<file path="src/rtl/dds_pkg.sv">
// Shared types and elaboration-time helpers for the DDS sine generator.
// Latency: n/a (types, constants and constant functions only).
// Backpressure: n/a.
package dds_pkg;

    // Quadrant of the phase word (top two bits).
    typedef enum logic [1:0] {
        Q0 = 2'd0,
        Q1 = 2'd1,
        Q2 = 2'd2,
        Q3 = 2'd3
    } quad_e;

    // Frame sequencer states.
    typedef enum logic [1:0] {
        IDLE  = 2'd0,
        ISSUE = 2'd1,
        DRAIN = 2'd2
    } state_e;

    // Mid-scale code of the offset-binary output.
    function automatic int mid_val(input int out_w);
        return (1 << (out_w - 1)) - 1;
    endfunction

    // Peak magnitude; equal to mid-scale so MID +/- MAXM spans 0..2*MID.
    function automatic int maxm_val(input int out_w);
        return mid_val(out_w);
    endfunction

    // Quarter-wave entry i, sampled at the half step so that mirroring
    // the address (~idx) lands exactly on the symmetric point.
    function automatic int lut_entry(input int i, input int lut_aw, input int out_w);
        real ang;
        real v;
        ang = 3.14159265358979 / 2.0 * (real'(i) + 0.5) / real'(1 << lut_aw);
        v   = real'(maxm_val(out_w)) * $sin(ang);
        return $rtoi(v + 0.5);
    endfunction

endpackage

</file>
<file path="src/rtl/quarter_sine_lut.sv">
// Quarter-wave sine magnitude table with a registered read port.
// Latency: 1 cycle from addr_i to mag_o.
// Backpressure: en_i low holds mag_o so a stalled pipeline keeps its sample.
module quarter_sine_lut
    import dds_pkg::*;
#(
    parameter int LUT_AW = 8,
    parameter int OUT_W  = 8
) (
    input  logic              clk,
    input  logic              en_i,
    input  logic [LUT_AW-1:0] addr_i,
    output logic [OUT_W-1:0]  mag_o
);

    logic [OUT_W-1:0] rom [2**LUT_AW];
    logic [OUT_W-1:0] mag_q;

    for (genvar i = 0; i < 2**LUT_AW; i++) begin : g_rom
        assign rom[i] = OUT_W'(lut_entry(i, LUT_AW, OUT_W));
    end

    // Registered table read, held while the pipeline is stalled.
    always_ff @(posedge clk) begin
        if (en_i) begin
            mag_q <= rom[addr_i];
        end
    end

    assign mag_o = mag_q;

endmodule

</file>
<file path="src/rtl/dds_sine_gen.sv">
// Multi-channel DDS sine generator: per-channel accumulators, shared quarter-wave LUT.
// Latency: tick in cycle T -> channel 0 on out_valid in T+4, then one channel per cycle.
// Backpressure: out_valid && !out_ready freezes all stages and the issue counter.
module dds_sine_gen
    import dds_pkg::*;
#(
    parameter int NUM_CH  = 2,
    parameter int PHASE_W = 16,
    parameter int LUT_AW  = 8,
    parameter int OUT_W   = 8,
    localparam int CH_W   = (NUM_CH > 1) ? $clog2(NUM_CH) : 1
) (
    input  logic               clk,
    input  logic               reset,
    input  logic               sample_tick,
    input  logic               cfg_we,
    input  logic [CH_W-1:0]    cfg_ch,
    input  logic [PHASE_W-1:0] cfg_ftw,
    input  logic [PHASE_W-1:0] cfg_poff,
    input  logic               cfg_phase_clr,
    output logic               out_valid,
    input  logic               out_ready,
    output logic [CH_W-1:0]    out_ch,
    output logic [OUT_W-1:0]   out_data,
    output logic               busy,
    output logic               overrun,
    input  logic               overrun_clr
);

    localparam logic [OUT_W-1:0] MID     = OUT_W'(mid_val(OUT_W));
    localparam logic [CH_W-1:0]  LAST_CH = CH_W'(NUM_CH - 1);

    // Per-channel configuration and phase state.
    logic [PHASE_W-1:0] acc_q  [NUM_CH];
    logic [PHASE_W-1:0] ftw_q  [NUM_CH];
    logic [PHASE_W-1:0] poff_q [NUM_CH];
    logic [PHASE_W-1:0] snap_q [NUM_CH];

    state_e            state_q, state_d;
    logic [CH_W-1:0]   ch_q, ch_d;
    logic              issue;

    // Pipeline registers: stage 1 = fold, stage 2 = LUT read, stage 3 = output.
    logic              s1_vld_q;
    logic [LUT_AW-1:0] s1_addr_q;
    quad_e             s1_quad_q;
    logic [CH_W-1:0]   s1_ch_q;
    logic              s2_vld_q;
    quad_e             s2_quad_q;
    logic [CH_W-1:0]   s2_ch_q;
    logic              out_valid_q;
    logic [OUT_W-1:0]  out_data_q;
    logic [CH_W-1:0]   out_ch_q;
    logic              overrun_q;

    logic              stall;
    logic              adv;
    logic              frame_start;
    logic [LUT_AW+1:0] phase_top;
    quad_e             quad;
    logic [LUT_AW-1:0] idx;
    logic [LUT_AW-1:0] fold_addr;
    logic [OUT_W-1:0]  mag;
    logic [OUT_W-1:0]  sample;

    assign stall       = out_valid_q && !out_ready;
    assign adv         = !stall;
    assign frame_start = sample_tick && (state_q == IDLE);

    // Only the quadrant and LUT index bits of the phase matter; the rest truncate.
    assign phase_top = snap_q[ch_q][PHASE_W-1 -: LUT_AW+2];
    assign quad      = quad_e'(phase_top[LUT_AW+1 -: 2]);
    assign idx       = phase_top[LUT_AW-1:0];
    assign fold_addr = (quad == Q1 || quad == Q3) ? ~idx : idx;

    // Accumulators advance on every tick; a config write with clear overrides that advance.
    always_ff @(posedge clk or posedge reset) begin
        if (reset) begin
            for (int c = 0; c < NUM_CH; c++) begin
                acc_q[c]  <= '0;
                ftw_q[c]  <= '0;
                poff_q[c] <= '0;
                snap_q[c] <= '0;
            end
        end else begin
            for (int c = 0; c < NUM_CH; c++) begin
                if (sample_tick) begin
                    acc_q[c] <= acc_q[c] + ftw_q[c];
                end
                if (cfg_we && (cfg_ch == CH_W'(c))) begin
                    ftw_q[c]  <= cfg_ftw;
                    poff_q[c] <= cfg_poff;
                    if (cfg_phase_clr) begin
                        acc_q[c] <= '0;
                    end
                end
                if (frame_start) begin
                    snap_q[c] <= acc_q[c] + poff_q[c];
                end
            end
        end
    end

    // Frame sequencer state register.
    always_ff @(posedge clk or posedge reset) begin
        if (reset) begin
            state_q <= IDLE;
            ch_q    <= '0;
        end else begin
            state_q <= state_d;
            ch_q    <= ch_d;
        end
    end

    // Frame sequencer: issue channels in order, then wait for the pipeline to empty.
    always_comb begin
        state_d = state_q;
        ch_d    = ch_q;
        issue   = 1'b0;
        unique case (state_q)
            IDLE: begin
                if (sample_tick) begin
                    state_d = ISSUE;
                    ch_d    = '0;
                end
            end
            ISSUE: begin
                issue = 1'b1;
                if (adv) begin
                    ch_d = ch_q + 1'b1;
                    if (ch_q == LAST_CH) begin
                        state_d = DRAIN;
                    end
                end
            end
            DRAIN: begin
                if (!s1_vld_q && !s2_vld_q && (!out_valid_q || out_ready)) begin
                    state_d = IDLE;
                end
            end
            default: state_d = IDLE;
        endcase
    end

    quarter_sine_lut #(
        .LUT_AW (LUT_AW),
        .OUT_W  (OUT_W)
    ) u_lut (
        .clk    (clk),
        .en_i   (adv),
        .addr_i (s1_addr_q),
        .mag_o  (mag)
    );

    // Lower half of the period subtracts the magnitude from mid-scale.
    assign sample = (s2_quad_q == Q2 || s2_quad_q == Q3) ? (MID - mag) : (MID + mag);

    // Three-stage pipeline, advanced as a whole whenever the output is not stalled.
    always_ff @(posedge clk or posedge reset) begin
        if (reset) begin
            s1_vld_q    <= 1'b0;
            s1_addr_q   <= '0;
            s1_quad_q   <= Q0;
            s1_ch_q     <= '0;
            s2_vld_q    <= 1'b0;
            s2_quad_q   <= Q0;
            s2_ch_q     <= '0;
            out_valid_q <= 1'b0;
            out_data_q  <= '0;
            out_ch_q    <= '0;
        end else if (adv) begin
            s1_vld_q    <= issue;
            s1_addr_q   <= fold_addr;
            s1_quad_q   <= quad;
            s1_ch_q     <= ch_q;
            s2_vld_q    <= s1_vld_q;
            s2_quad_q   <= s1_quad_q;
            s2_ch_q     <= s1_ch_q;
            out_valid_q <= s2_vld_q;
            if (s2_vld_q) begin
                out_data_q <= sample;
                out_ch_q   <= s2_ch_q;
            end
        end
    end

    // Sticky overrun: a tick that cannot start a frame; setting beats clearing.
    always_ff @(posedge clk or posedge reset) begin
        if (reset) begin
            overrun_q <= 1'b0;
        end else if (sample_tick && (state_q != IDLE)) begin
            overrun_q <= 1'b1;
        end else if (overrun_clr) begin
            overrun_q <= 1'b0;
        end
    end

    assign out_valid = out_valid_q;
    assign out_data  = out_data_q;
    assign out_ch    = out_ch_q;
    assign busy      = (state_q != IDLE);
    assign overrun   = overrun_q;

endmodule

</file>
<file path="config.mk">
export PLATFORM = sky130hd
export DESIGN_NAME = dds_sine_gen
export DESIGN_NICKNAME = d
export VERILOG_FILES = /design/src/rtl/dds_pkg.sv /design/src/rtl/quarter_sine_lut.sv /design/src/rtl/dds_sine_gen.sv
export SDC_FILE = /design/constraint.sdc
export NUM_CORES = 1
export LEC_CHECK = 0
export BUFFER_PORTS_ARGS = -buffer_cell sky130_fd_sc_hd__buf_2
export CAP_MARGIN = 20
export CELL_PAD_IN_SITES_DETAIL_PLACEMENT = 0
export CELL_PAD_IN_SITES_GLOBAL_PLACEMENT = 2
export CORE_AREA = 5 5 154 156
export CTS_BUF_LIST = sky130_fd_sc_hd__clkbuf_4
export DETAILED_ROUTE_END_ITERATION = 8
export DIE_AREA = 0 0 159 161
export HOLD_SLACK_MARGIN = 0.08
export PLACE_DENSITY_LB_ADDON = 0.1
export SLEW_MARGIN = 20
export SYNTH_ARGS = -nofsm -noshare
export SYNTH_HDL_FRONTEND = slang
export SYNTH_SLANG_ARGS = --single-unit
</file>
<file path="constraint.sdc">
create_clock -name clk -period 13.37 [get_ports clk]
set_input_delay 2.674 -clock clk [delete_from_list [all_inputs] [get_ports clk]]
set_output_delay 2.674 -clock clk [all_outputs]
set_load 0.02 [all_outputs]
</file>
# [Word-level counts from Yosys, hierarchy flattened]
# Memory sizes are Yosys's and may differ from the RTL's. A register that Yosys moved wholly into a read port is not among the register bits.
# Cells that the tools add are included.
[totals] regBits=158 romBits=2048 output_inout_bits=12 wordCells=89 n_memories=1
[op_classes] n_addsub=7 n_lt_le_gt_ge=1 n_eq_ne=10 n_mux=22 bitwise=5 n_reduce_logical=22
[mem_list] name="(no name shown)" words=256 word_bits=8 read_ports=1 rd_ports_with_merged_regs=1 write_ports=0 line="quarter_sine_lut.sv:26" rtl="mag_q <= rom[addr_i];"
[op_table] operator="2-to-1 mux 16 bit" n=9
[op_table] operator="adder 16 bit" n=4
[op_table] operator="2-to-1 mux 8 bit" n=2
[op_table] operator="NOT 8 -> 9 bit" n=1
[op_table] operator="adder 7 x 8 -> 8 bit, first input constant" n=1
[op_table] operator="== test 2 bit, second input constant" n=4
[op_table] operator="2-to-1 mux 2 bit" n=4
[op_table] operator="inequality test 2 bit, second input constant" n=4
[op_table] operator="NOT 8 bit" n=1
[op_table] operator="subtractor 7 x 8 -> 8 bit, first input constant" n=1
[op_table] operator="logical AND 1 bit" n=7
[op_table] operator="one-hot mux 2 bit (3 select lines)" n=1
[op_table] operator="nonzero test 2 bit" n=3
[op_table] operator="zero test 1 bit" n=5
[op_table] operator="2-to-1 mux 1 bit" n=5
[op_table] operator="== test 2 x 1 -> 1 bit, second input constant" n=2
[op_table] operator="AND reduction 4 bit" n=1
[op_table] operator="logical OR 1 bit" n=3
[op_table] operator="AND reduction 3 bit" n=1
[op_table] operator="greater-or-equal comparator 2 bit, second input constant" n=1
[op_table] operator="zero test 2 bit" n=1
[op_table] operator="NOT 1 bit" n=2
[op_table] operator="NOT 1 -> 2 bit" n=1
[op_table] operator="one-hot mux 1 bit (2 select lines)" n=1
[op_table] operator="2 further kinds" n=2

# [Logic depth before layout (Yosys ltp)]
# Gate-level depths: netlist of the first run.
[depth] word_depth=7 ltp_mapped=12 mapped_depth_nobuf=11

# [By module]
# A second synthesis of the first run with hierarchy kept.
[unflattened] cells_unflattened=1018 area_unflattened_um2=9520.4
[modules_own_cells] module="dds_sine_gen" instances=1 cells_per_inst=810 area_each_um2=7987.7
[modules_own_cells] module="quarter_sine_lut" instances=1 cells_per_inst=208 area_each_um2=1532.7

# [Worst setup path after synthesis of the first run]
# No wires, ideal clock.
[synth_path] kind="input -> register" from="input cfg_ch" to="register ftw_q[16] (netlist name)" setup_ns=0.125 arrival_time_ns=3.690 t_required_ns=13.245 path_slack_ns=9.555 cell_stages=4 n_path_buf=2 path_cell_list="nand2b_1 -> clkbuf_1 -> clkbuf_1 -> mux2_2"
[synth_via] elab_chain_cells=2
[synth_lines] element="from (decl)" line="dds_sine_gen.sv:17" rtl="input logic [CH_W-1:0] cfg_ch,"
[synth_lines] element="NOT 1 bit" line="dds_sine_gen.sv:90" rtl="if (cfg_we && (cfg_ch == CH_W'(c))) begin"
[synth_lines] element="logical AND 1 bit" line="dds_sine_gen.sv:90"
[synth_lines] element="to (signal, indexed assignment)" line="dds_sine_gen.sv:91" rtl="ftw_q[c] <= cfg_ftw;"
[synth_lines] element="to (decl)" line="dds_sine_gen.sv:35" rtl="logic [PHASE_W-1:0] ftw_q [NUM_CH];"
# No other way between the ends.
# A chain may end at the register's enable or synchronous reset.

# [Final worst setup path of the first run]
[layout_path] from="input out_ready" to="register out_ch_q, in the netlist out_ch"
[layout_via] elab_chain_cells=4
[layout_lines] element="from (decl)" line="dds_sine_gen.sv:22" rtl="input logic out_ready,"
[layout_lines] element="zero test 1 bit" line="dds_sine_gen.sv:66" rtl="assign stall = out_valid_q && !out_ready;"
[layout_lines] element="logical AND 1 bit" line="dds_sine_gen.sv:66"
[layout_lines] element="NOT 1 bit (no source line)"
[layout_lines] element="AND reduction 2 bit (no source line)"
[layout_lines] element="to (signal assigned)" line="dds_sine_gen.sv:182" rtl="out_ch_q <= s2_ch_q;"
[layout_lines] element="to (decl)" line="dds_sine_gen.sv:53" rtl="logic [CH_W-1:0] out_ch_q;"
# No other way between the ends.

==> results of run 1 <==
==> through the flow <==
stage | setup slack, ns | power (uW) | std cells | hold slack (ns)
final | 8.594 | 2563 | 1293 | 0.4907
after global routing | 8.294 | 2834 | 1293 | 0.5212
after CTS | 8.591 | 2597 | 1292 | 0.4886
after detailed placement | 7.942 | 2280 | 1260 | 0.4663
after global placement | 8.037 | 2282 | 1260 | 0.4543
after floorplan | 6.830 | 1947 | 963 | 0.4348
==> state kept, by name (all words and copies together), names as in the netlist <==
register	count
s2_quad_q	1
state_q	2
ch_q	1
s2_vld_q	1
poff_q	32
out_data	8
ftw_q	32
s1_vld_q	1
acc_q	32
out_ch	1
s1_ch_q	1
snap_q	20
s1_addr_q	8
s2_ch_q	1
out_valid	1
s1_quad_q	1
u_lut.mag_o	7
overrun	1
==> routing by layer <==
metal	GRT usage, %	wire length, um	vias to the layer above
met3	2.399	437	26
met1	22.80	10130	3299
met2	28.47	10020	75
li1	-	-	3574
met5	0	0	-
met4	4.614	334	0
==> power breakdown <==
part / internal (uW) / switching [uW]
combinational: 651 / 824
sequential: 629 / 150
clock: 120 / 188
total: 1400 / 1160
==> final timing paths <==
check | startpoint | endpoint | slack [ns] | cells past startpoint
max | out_ready | out_ch | 8.59 | 5
min | s1_quad_q[1] | s2_quad_q[1] | 0.49 | 2
max reg2reg | out_valid | out_ch | 10.40 | 4
min reg2reg | s1_quad_q[1] | s2_quad_q[1] | 0.49 | 2
max in group asynchronous | reset | poff_q[5] | 9.82 | 3
min in group asynchronous | reset | poff_q[17] | 2.23 | 2
==> cell families after synthesis <==
family	Yosys count
xor gates and xnor gates	58
adders and majority gates	71
muxes	108
buffers and inverters	77
and+or+nand+nor	246
DFF	151
AOI/OAI and AO/OA	252
==> cell usage after synthesis, drive strengths merged (17+ instances only) <==
| cell type | number |
|---|---|
| o21ai | 72 |
| xnor2 | 40 |
| nand2 | 87 |
| mux2 | 65 |
| nor3 | 17 |
| xor2 | 18 |
| dfrtp | 144 |
| mux2i | 40 |
| a21oi | 67 |
| ha | 69 |
| a31oi | 17 |
| inv | 25 |
| nor2 | 74 |
| a21o | 17 |
| clkbuf | 33 |
==> final cells by class <==
class / instances / area [um2] / share of cell area, %
inverters: 28 / 110.1 / 1.065
flip-flops and latches: 151 / 3814 / 36.89
multi-input cells: 735 / 5418 / 52.41
clock buffers: 17 / 127.6 / 1.235
repair buffers: 61 / 330.3 / 3.195
clock inverters: 15 / 178.9 / 1.731
diodes: 1 / 2.502 / 0.02421
well taps: 285 / 356.6 / 3.450
==> worst max-delay path, delay by kind of cell <==
family | cells | cell delay [ns]
mux | 1 | 0.39
buf+inv | 2 | 0.95
simple gates | 2 | 1.22
==> reports/metrics.yaml, run 1 <==
final_net_count: 1105
synth_cell_type_count: 74
die_width_um: 159
grt_pass1_vias: 7077
die_y_um: 161
synthToLayoutAreaGrowth_pct: 8.368
io_pins: 52
synthSimpleGateAreaFrac_pct: 12.04
clk_pin_slew_worst_paths_ns: 0.15
routed_via_density: 5.394
layout-drive-gt1-share_pct: 18.17
initial_core_util_pct: 42.92
critPathMaxFanout: 30
worstMarginPinSlew_ns: 0.9592
synth.area.mux_share_pct: 12.62
cts.sinks: 151
p_per_area_nw_per_um2: 247.9
post_cts_buffers: 0
layout_commonest_cell: "dfrtp_1"
setup_tns_ns: 0
hold_viol_final: 0
numCtsBuffers: 17
grt_setup_unrepaired: "no"
timing.final.max_slew_violations: 0
dp_hpwl_mm: 15.21
setup_viol: 0
drc_errors: 0
synth-compound-area-share_pct: 17.31
port-buffer-count: 51
clk_latency_ns: 0.57
core.rowCount: 55
synthTopCellsByArea: "dfrtp_1 38%, ha_1 9.1%, mux2_2 7.7%"
slew_headroom_pct: 35.82
wire_per_inst_um: 16.18
fillers: 2156
dpl-instance-area_um2: 10030
synth_top_area_cell: "dfrtp_1"
die_area_um2: 25600
synth_edf_count: 7
grt_pass1_wl_mm: 35.98
drt-total-wl_mm: 20.93
status: "complete, no violations"
yosys.area.top_type_share_pct: 37.78
antenna_found_initial: 1
dr_total_vias: 6974
synth_top_family_by_area: "compound AO/OA/AOI/OAI gates"
design_area_um2: 10340
ctsRootBufferMaster: "clkbuf_4"
crit_type: "input pin to flop"
cp_slowest_cell: "clkinv_1"
fmax_ghz: 0.2094
async_reset_ff_share_pct: 95.36
finalClockSkew_ns: 0.03310
synth_xor_area_share_pct: 5.325
worstSetupEndpointType: "flop"
fin_crit_ns: 4.776
synth_warnings: 0
fin_util_pct: 46.51
first_iter_violations: 325
syn_area_um2: 9539
crit_chain: "buf_2 > nor2b_1 > clkinv_1 > nand2_1 > mux2_2"
grt_usage_pct: 16.86
grt_max_degree: 83
cts.repair.resized: 0
slowest_delay_ns: 0.86
synth_adder_area_share_pct: 9.470
crit_required_ns: 13.84
seq_area_frac_synth_pct: 39.98
syn-num-nets: 1074
ys_seq_elements: 151
ant_nets: 0
avgSynthCellArea_um2: 9.906
gp_congestion: 0.7863
synth_flop_cell: "dfrtp_1"
htree_num_levels: 4
hold_buffers: 0
first_pass_iters: 4
leakage_uw: 0.004660
peakVddDrop_mv: 0.08362
synth_cells: 963
hold_path_class: "flop to flop"
cts_buffer_depth: 2
drv_cap: 0
core_um2: 22230
worst_ep_arrival_time_ns: 5.25
fin_crit_sh_pct: 35.72
grt.overflow.total: 0
startpoint_type: "input pin"
cts_tree: "done"
mostFrequentLayoutCells: "144 x dfrtp_1, 87 x nand2_1, 74 x nor2_1"
No activity file was read; power rests on OpenSTA's default activity.
==> run 2, diff against run 1 <==
ABC_AREA = 1   (was unset)
CORE_AREA = 5 5 186 188   (was 5 5 154 156)
DIE_AREA = 0 0 191 193   (was 0 0 159 161)
clock period = 4.2 ns   (was 13.37 ns; I/O delays follow)
==> run 2 against run 1 <==
Sequential power rose to 3.3 times the previous value. Sequential share of layout area fell by 4.2 points. Utilization fell by 11 points. Flip-flop and latch count did not move. Critical path depth fell by 2. Critical path type is now flop to output port.
==> reports/metrics.yaml, run 2 <==
post_cts_buffers: 0  # unchanged
first_iter_violations: 485  # +49%
ctsRootBufferMaster: "clkbuf_4"
crit_type: "flop to output port"
io_pins: 52  # unchanged
core.rowCount: 67  # +22%
clk_pin_slew_worst_paths_ns: 0.15  # about the same
hold_viol_final: 0  # unchanged
clk_latency_ns: 0.61  # +0.04 ns
grt.overflow.total: 0  # unchanged
slew_headroom_pct: 37.59  # +1.8 points
avgSynthCellArea_um2: 6.717  # -32%
port-buffer-count: 51  # unchanged
core_um2: 32950  # +48%
startpoint_type: "flop"
finalClockSkew_ns: 0.03737  # +0.004275 ns
hold_path_class: "input pin to asynchronous set/reset pin"
worstSetupEndpointType: "output port"
synth_cell_type_count: 37  # -50%
seq_area_frac_synth_pct: 35.73  # -4.2 points
fin_crit_sh_pct: 55.27
final-seq-area_um2: 3814  # unchanged
dp_cells: 2053  # +63%
status: "complete, no violations"
drc_errors: 0  # unchanged
cts.sinks: 151  # unchanged
place_ws_ns: 1.668  # -6.274 ns
htree_num_levels: 4  # unchanged
reg_top3: "acc_q: 32 flops, ftw_q: 32 flops, poff_q: 32 flops"
synthTopCellsByArea: "dfrtp_1 34%, nand2_1 19%, inv_1 8.8%"
timing.final.max_slew_violations: 0  # unchanged
ys_seq_elements: 151  # unchanged
layout_commonest_cell: "nand2_1"
synth_top_area_cell: "dfrtp_1"
multi_input_area_um2: 5669  # +4.6%
worstMarginPinSlew_ns: 0.9351  # -0.02411 ns
synth_edf_count: 7  # unchanged
synth.area.mux_share_pct: 0.2110  # -12 points
worst_ep_arrival_time_ns: 1.48  # -3.77 ns
die_y_um: 193  # +20%
wire_per_inst_um: 15.59  # -3.7%
layout-drive-gt1-share_pct: 6.475  # -12 points
dp_hpwl_mm: 25.58  # +68%
mostFrequentLayoutCells: "544 x nand2_1, 249 x inv_1, 144 x dfrtp_1"
antenna_found_initial: 1  # unchanged
grt_setup_unrepaired: "no"
dr_total_vias: 9617  # +38%
p_per_area_nw_per_um2: 738.0  # +200%
fin_cells: 2086  # +61%
final_net_count: 1735  # +57%
setup_tns_ns: 0  # unchanged
grt_max_degree: 87  # +4.8%
worst_slack_ns: 1.879  # -6.715 ns
crit_required_ns: 3.36  # -10.48 ns
die_area_um2: 36860  # +44%
synth-compound-area-share_pct: 11.40  # -5.9 points
synth_top_family_by_area: "simple AND/OR/NAND/NOR gates"
fin_crit_ns: 2.321
fillers: 3678  # +71%
synth_warnings: 0  # unchanged
ant_nets: 0  # unchanged
syn_area_um2: 10670  # +12%
drv_cap: 0  # unchanged
yosys.area.top_type_share_pct: 33.76  # -4.0 points
cts.repair.resized: 0  # unchanged
cts_tree: "done"
initial_core_util_pct: 32.40  # -11 points
power_uw: 8617  # +240%
synthSimpleGateAreaFrac_pct: 31.06  # +19 points
routed_via_density: 4.610  # -15%
die_width_um: 191  # +20%
ys_top_cells_by_count: "545 x nand2_1, 251 x inv_1, 144 x dfrtp_1, 134 x o21ai_0, 126 x nand3_1"
peakVddDrop_mv: 0.2526  # +200%
numCtsBuffers: 17  # unchanged
synth_cells: 1589  # +65%
setup_viol: 0  # unchanged
drt-total-wl_mm: 32.51  # +55%
hold_buffers: 0  # unchanged
async_reset_ff_share_pct: 95.36  # unchanged
syn-num-nets: 1700  # +58%
gp_congestion: 0.8405  # +6.9%
fmax_ghz: 0.4308
cts_buffer_depth: 2  # unchanged
leakage_uw: 0.006469  # +39%
synth_adder_area_share_pct: 8.464  # -1.0 points
synthToLayoutAreaGrowth_pct: 9.402
hold_slack_ns: 0.3353  # -0.1554 ns
synth_xor_area_share_pct: 1.970  # -3.4 points
first_pass_iters: 5  # +1
critPathMaxFanout: 3  # -90%
synth_flop_cell: "dfrtp_1"
grt_pass1_wl_mm: 52.65  # +46%
grt_usage_pct: 18.40  # +1.5 points
synth_most_common_cell: "nand2_1"
grt_pass1_vias: 9574  # +35%
## run 2: changes by cell type after synthesis, sizes merged, moves of 39 or more
cell,change
inv,+230
o21ai,+67
nand3,+115
mux2i,-39
mux2,-65
nand2,+460
## run 2: cell families (layout without fill, tap and decap cells)
group | Yosys count | after routing
and+or+nand+nor | 814 | 814
buffers and inverters | 300 | 348
AOI/OAI and AO/OA | 228 | 228
DFF | 151 | 151
adders and majority gates | 71 | 71
xor gates and xnor gates | 24 | 24
muxes | 1 | 1
other | 0 | 1
## run 2: where the power goes
part	total, uW	internal [uW]	switching [uW]
combinational	4950	1730	3220
sequential	2590	1980	604
clock	1080	474	609
total	8620	4190	4430
## run 2: layout make-up
class                      instances  area share (%)
multi-input combinational       1138           48.55
sequential                       151           32.66
inverter                         255           8.230
tap                              448           4.801
timing repair buffer              61           2.936
clock inverter                    15           1.704
clock buffer                      17           1.093
antenna                            1         0.02143
## run 2: worst max-delay path, cell delays in order, from the launching register on
cell and delay [ns]:
dfrtp_1 0.42, nor2_1 0.14, inv_1 0.14, buf_2 0.19
## run 2: final timing paths
check	end	cells past startpoint	start	slack, ns
worst max-delay path	busy	3	state_q[1]	1.88
worst min-delay path	snap_q[22]	2	reset	0.34
worst max register to register	u_lut.mag_o[0]	9	s1_addr_q[3]	1.89
worst min register to register	s2_quad_q[1]	2	s1_quad_q[1]	0.50
max in group asynchronous	ftw_q[27]	3	reset	2.93
min in group clk	acc_q[18]	2	cfg_phase_clr	0.43
## run 2: routing by layer
metal | global-route usage (%) | wire length (um) | vias up | part of all wire [%]
met1 | 23.84 | 15440 | 4371 | 47
met3 | 2.719 | 777 | 27 | 2.4
li1 | - | - | 5093 | -
met5 | 0 | 0 | - | 0
met2 | 32.38 | 15710 | 126 | 48
met4 | 4.751 | 583 | 0 | 1.8
## run 2: metrics by stage
step | util (%) | instance area, um2
finish | 35.44 | 11680
global route | 35.44 | 11680
CTS | 35.43 | 11670
detailed placement | 34.44 | 11350
global placement | 34.44 | 11350
floorplan | - | 10680
==> run 3, diff against run 2 <==
clock period = 1.86 ns   (was 4.2 ns; I/O delays follow)
==> run 3 against run 2 <==
Via count increased by 2.4%. Flip-flop and latch count unchanged. Clock-buffer cell count unchanged. Final area increased by 8.6%. Hold slack got worse by 0.22 ns. Clock skew decreased by 0.0024 ns. Final cell count increased by 3.5%. Wire length increased by 0.28%. Non-clock buffer count increased by 74. Combinational power increased to 2.5 times the previous value. Critical path type is now flop to flop. Critical endpoint is now u_lut.mag_o[0]. Highest routed layer unchanged.
==> reports/metrics.yaml, run 3 (synthesis gave the netlist of run 2 again) <==
status: "complete, no violations"
hold_end: "poff_q[27]"
layout-drive-gt1-share_pct: 13.39  # +6.9 points
die_y_um: 193  # unchanged
drc_errors: 0  # unchanged
place_ws_ns: -0.02933  # -1.697 ns
cts_tree: "done"
fin_crit_ns: 1.786
first_pass_iters: 5  # unchanged
die_width_um: 191  # unchanged
die_area_um2: 36860  # unchanged
reg_top3: "acc_q: 32 flops, ftw_q: 32 flops, poff_q: 32 flops"
rrSetupSlack_ns: 0.07  # -1.82 ns
cp.buffers_inverters: 2  # unchanged
numCtsBuffers: 17  # unchanged
power_uw: 20680  # +140%
worst_ep_arrival_time_ns: 2.14  # +0.66 ns
antenna_found_initial: 1  # unchanged
worst_slack_ns: 0.07439  # -1.804 ns
port-buffer-count: 51  # unchanged
cts.sinks: 151  # unchanged
ant_nets: 0  # unchanged
setup_viol: 0  # unchanged
timing.final.max_slew_violations: 0  # unchanged
core_um2: 32950  # unchanged
rr_startpoint: "s1_addr_q[4]"
crit_chain: "nand2_1 > inv_1 > nand2_1 > a21oi_1 > o21ai_0 > nand3_1 > nand2_1 > nand2_1 > inv_1"
dp_hpwl_mm: 25.75  # +0.66%
min_from: "cfg_poff[11]"
min_path_cells: 3
worstRegToRegCells: 9  # unchanged
worstMarginPinSlew_ns: 0.6339  # -0.3012 ns
worstSetupEndpointType: "flop"
routed_via_density: 4.560  # -1.1%
layout_commonest_cell: "nand2_1"
crit_type: "flop to flop"
mostFrequentLayoutCells: "533 x nand2_1, 245 x inv_1, 133 x o21ai_0"
dr_total_vias: 9846  # +2.4%
grt_pass1_wl_mm: 52.46  # -0.36%
hold_path_class: "input pin to flop"
hold_viol_final: 0  # unchanged
drt-total-wl_mm: 32.60  # +0.28%
ctsRootBufferMaster: "clkbuf_4"
p_per_area_nw_per_um2: 1631  # +120%
finalClockSkew_ns: 0.03496  # -0.002413 ns
grt.overflow.total: 0  # unchanged
wire_per_inst_um: 15.10  # -3.1%
clk_pin_slew_worst_paths_ns: 0.15  # about the same
grt_usage_pct: 18.23  # -0.17 points
critPathMaxFanout: 4  # +1
slew_headroom_pct: 57.44  # +20 points
fin_crit_sh_pct: 96.00
critPathMostFrequentCell: "nand2_1"
gp_congestion: 0.8601  # +2.3%
grt_max_degree: 81  # -6.9%
leakage_uw: 0.006780  # +4.8%
drv_cap: 0  # unchanged
crit_required_ns: 2.21  # -1.15 ns
cp_slowest_cell: "dfrtp_1"
grt_setup_unrepaired: "yes"
htree_num_levels: 4  # unchanged
initial_core_util_pct: 32.40  # unchanged
slowest_delay_ns: 0.48  # +0.06 ns
clk_latency_ns: 0.61  # about the same
io_pins: 52  # unchanged
fin_util_pct: 38.48  # +3.0 points
final_net_count: 1809  # +4.3%
first_iter_violations: 446  # -8.0%
design_area_um2: 12680  # +8.6%
dp_cells: 2095  # +2.0%
peakVddDrop_mv: 0.4611  # +83%
fin_cells: 2159  # +3.5%
worstReg2RegEnd: "u_lut.mag_o[0]"
cts_buffer_depth: 2  # unchanged
fmax_ghz: 0.5600
core.rowCount: 67  # unchanged
cp_top_family: "simple AND/OR/NAND/NOR gates"
startpoint_type: "flop"
synthToLayoutAreaGrowth_pct: 18.79
grt_pass1_vias: 9718  # +1.5%
dpl-instance-area_um2: 11710  # +3.2%
[run 3: worst max path at each step]
| stage | start | to | slack (ns) | depth (start not counted) |
|---|---|---|---|---|
| finish | s1_addr_q[4] | u_lut.mag_o[0] | 0.07 | 9 |
| global route | acc_q[0] | acc_q[10] | -0.04 | 12 |
| CTS | s1_addr_q[0] | u_lut.mag_o[5] | 0.002 | 9 |
| detailed placement | acc_q[23] | snap_q[29] | -0.03 | 9 |
| global placement | acc_q[23] | snap_q[29] | -0.003 | 9 |
| floorplan | reset | acc_q[0] | -0.32 | 1 |
[run 3: repair_timing]
action | 4_1_cts | 5_1_grt
endpoints found under the setup margin | 2 | 38
resized for setup | 5 | 79
pin swaps | 1 | 6
hold buffers | 29 | 0
hold endpoints to repair | 193 | 0
buffers inserted | 2 | 1
[run 3: routing by layer]
layer | share of wire, % | GRT usage [%]
met5 | 0 | 0
met4 | 1.5 | 4.420
met3 | 1.9 | 2.341
met2 | 49 | 32.64
met1 | 47 | 23.50
[run 3: area by class of cell]
cell class                 count  area, um2
inverter                     255      960.9
fill                        3659      20270
clock buffer                  17      127.6
tap                          448      560.5
timing repair buffer         135       1023
antenna                        1      2.502
clock inverter                14      176.4
sequential                   151       3834
multi-input combinational   1138       5993
[run 3: power breakdown]
group | total (uW) | internal, uW | switching, uW
Combinational | 12600 | 4950 | 7670
Clock | 2330 | 939 | 1390
Sequential | 5730 | 4520 | 1210
Total | 20700 | 10400 | 10300
[run 3: worst min-delay path, stage by stage]
cell     delay, ns
buf_2         0.08
inv_1         0.07
o21ai_0       0.16
[run 3: stage by stage]
step	setup TNS, ns	hold WS, ns
global route	-0.07444	0.09416
floorplan	-45.65	0.4391
detailed placement	-0.02933	0.4630
global placement	-0.003014	0.4550
CTS	0	0.08096
finish	0	0.1170
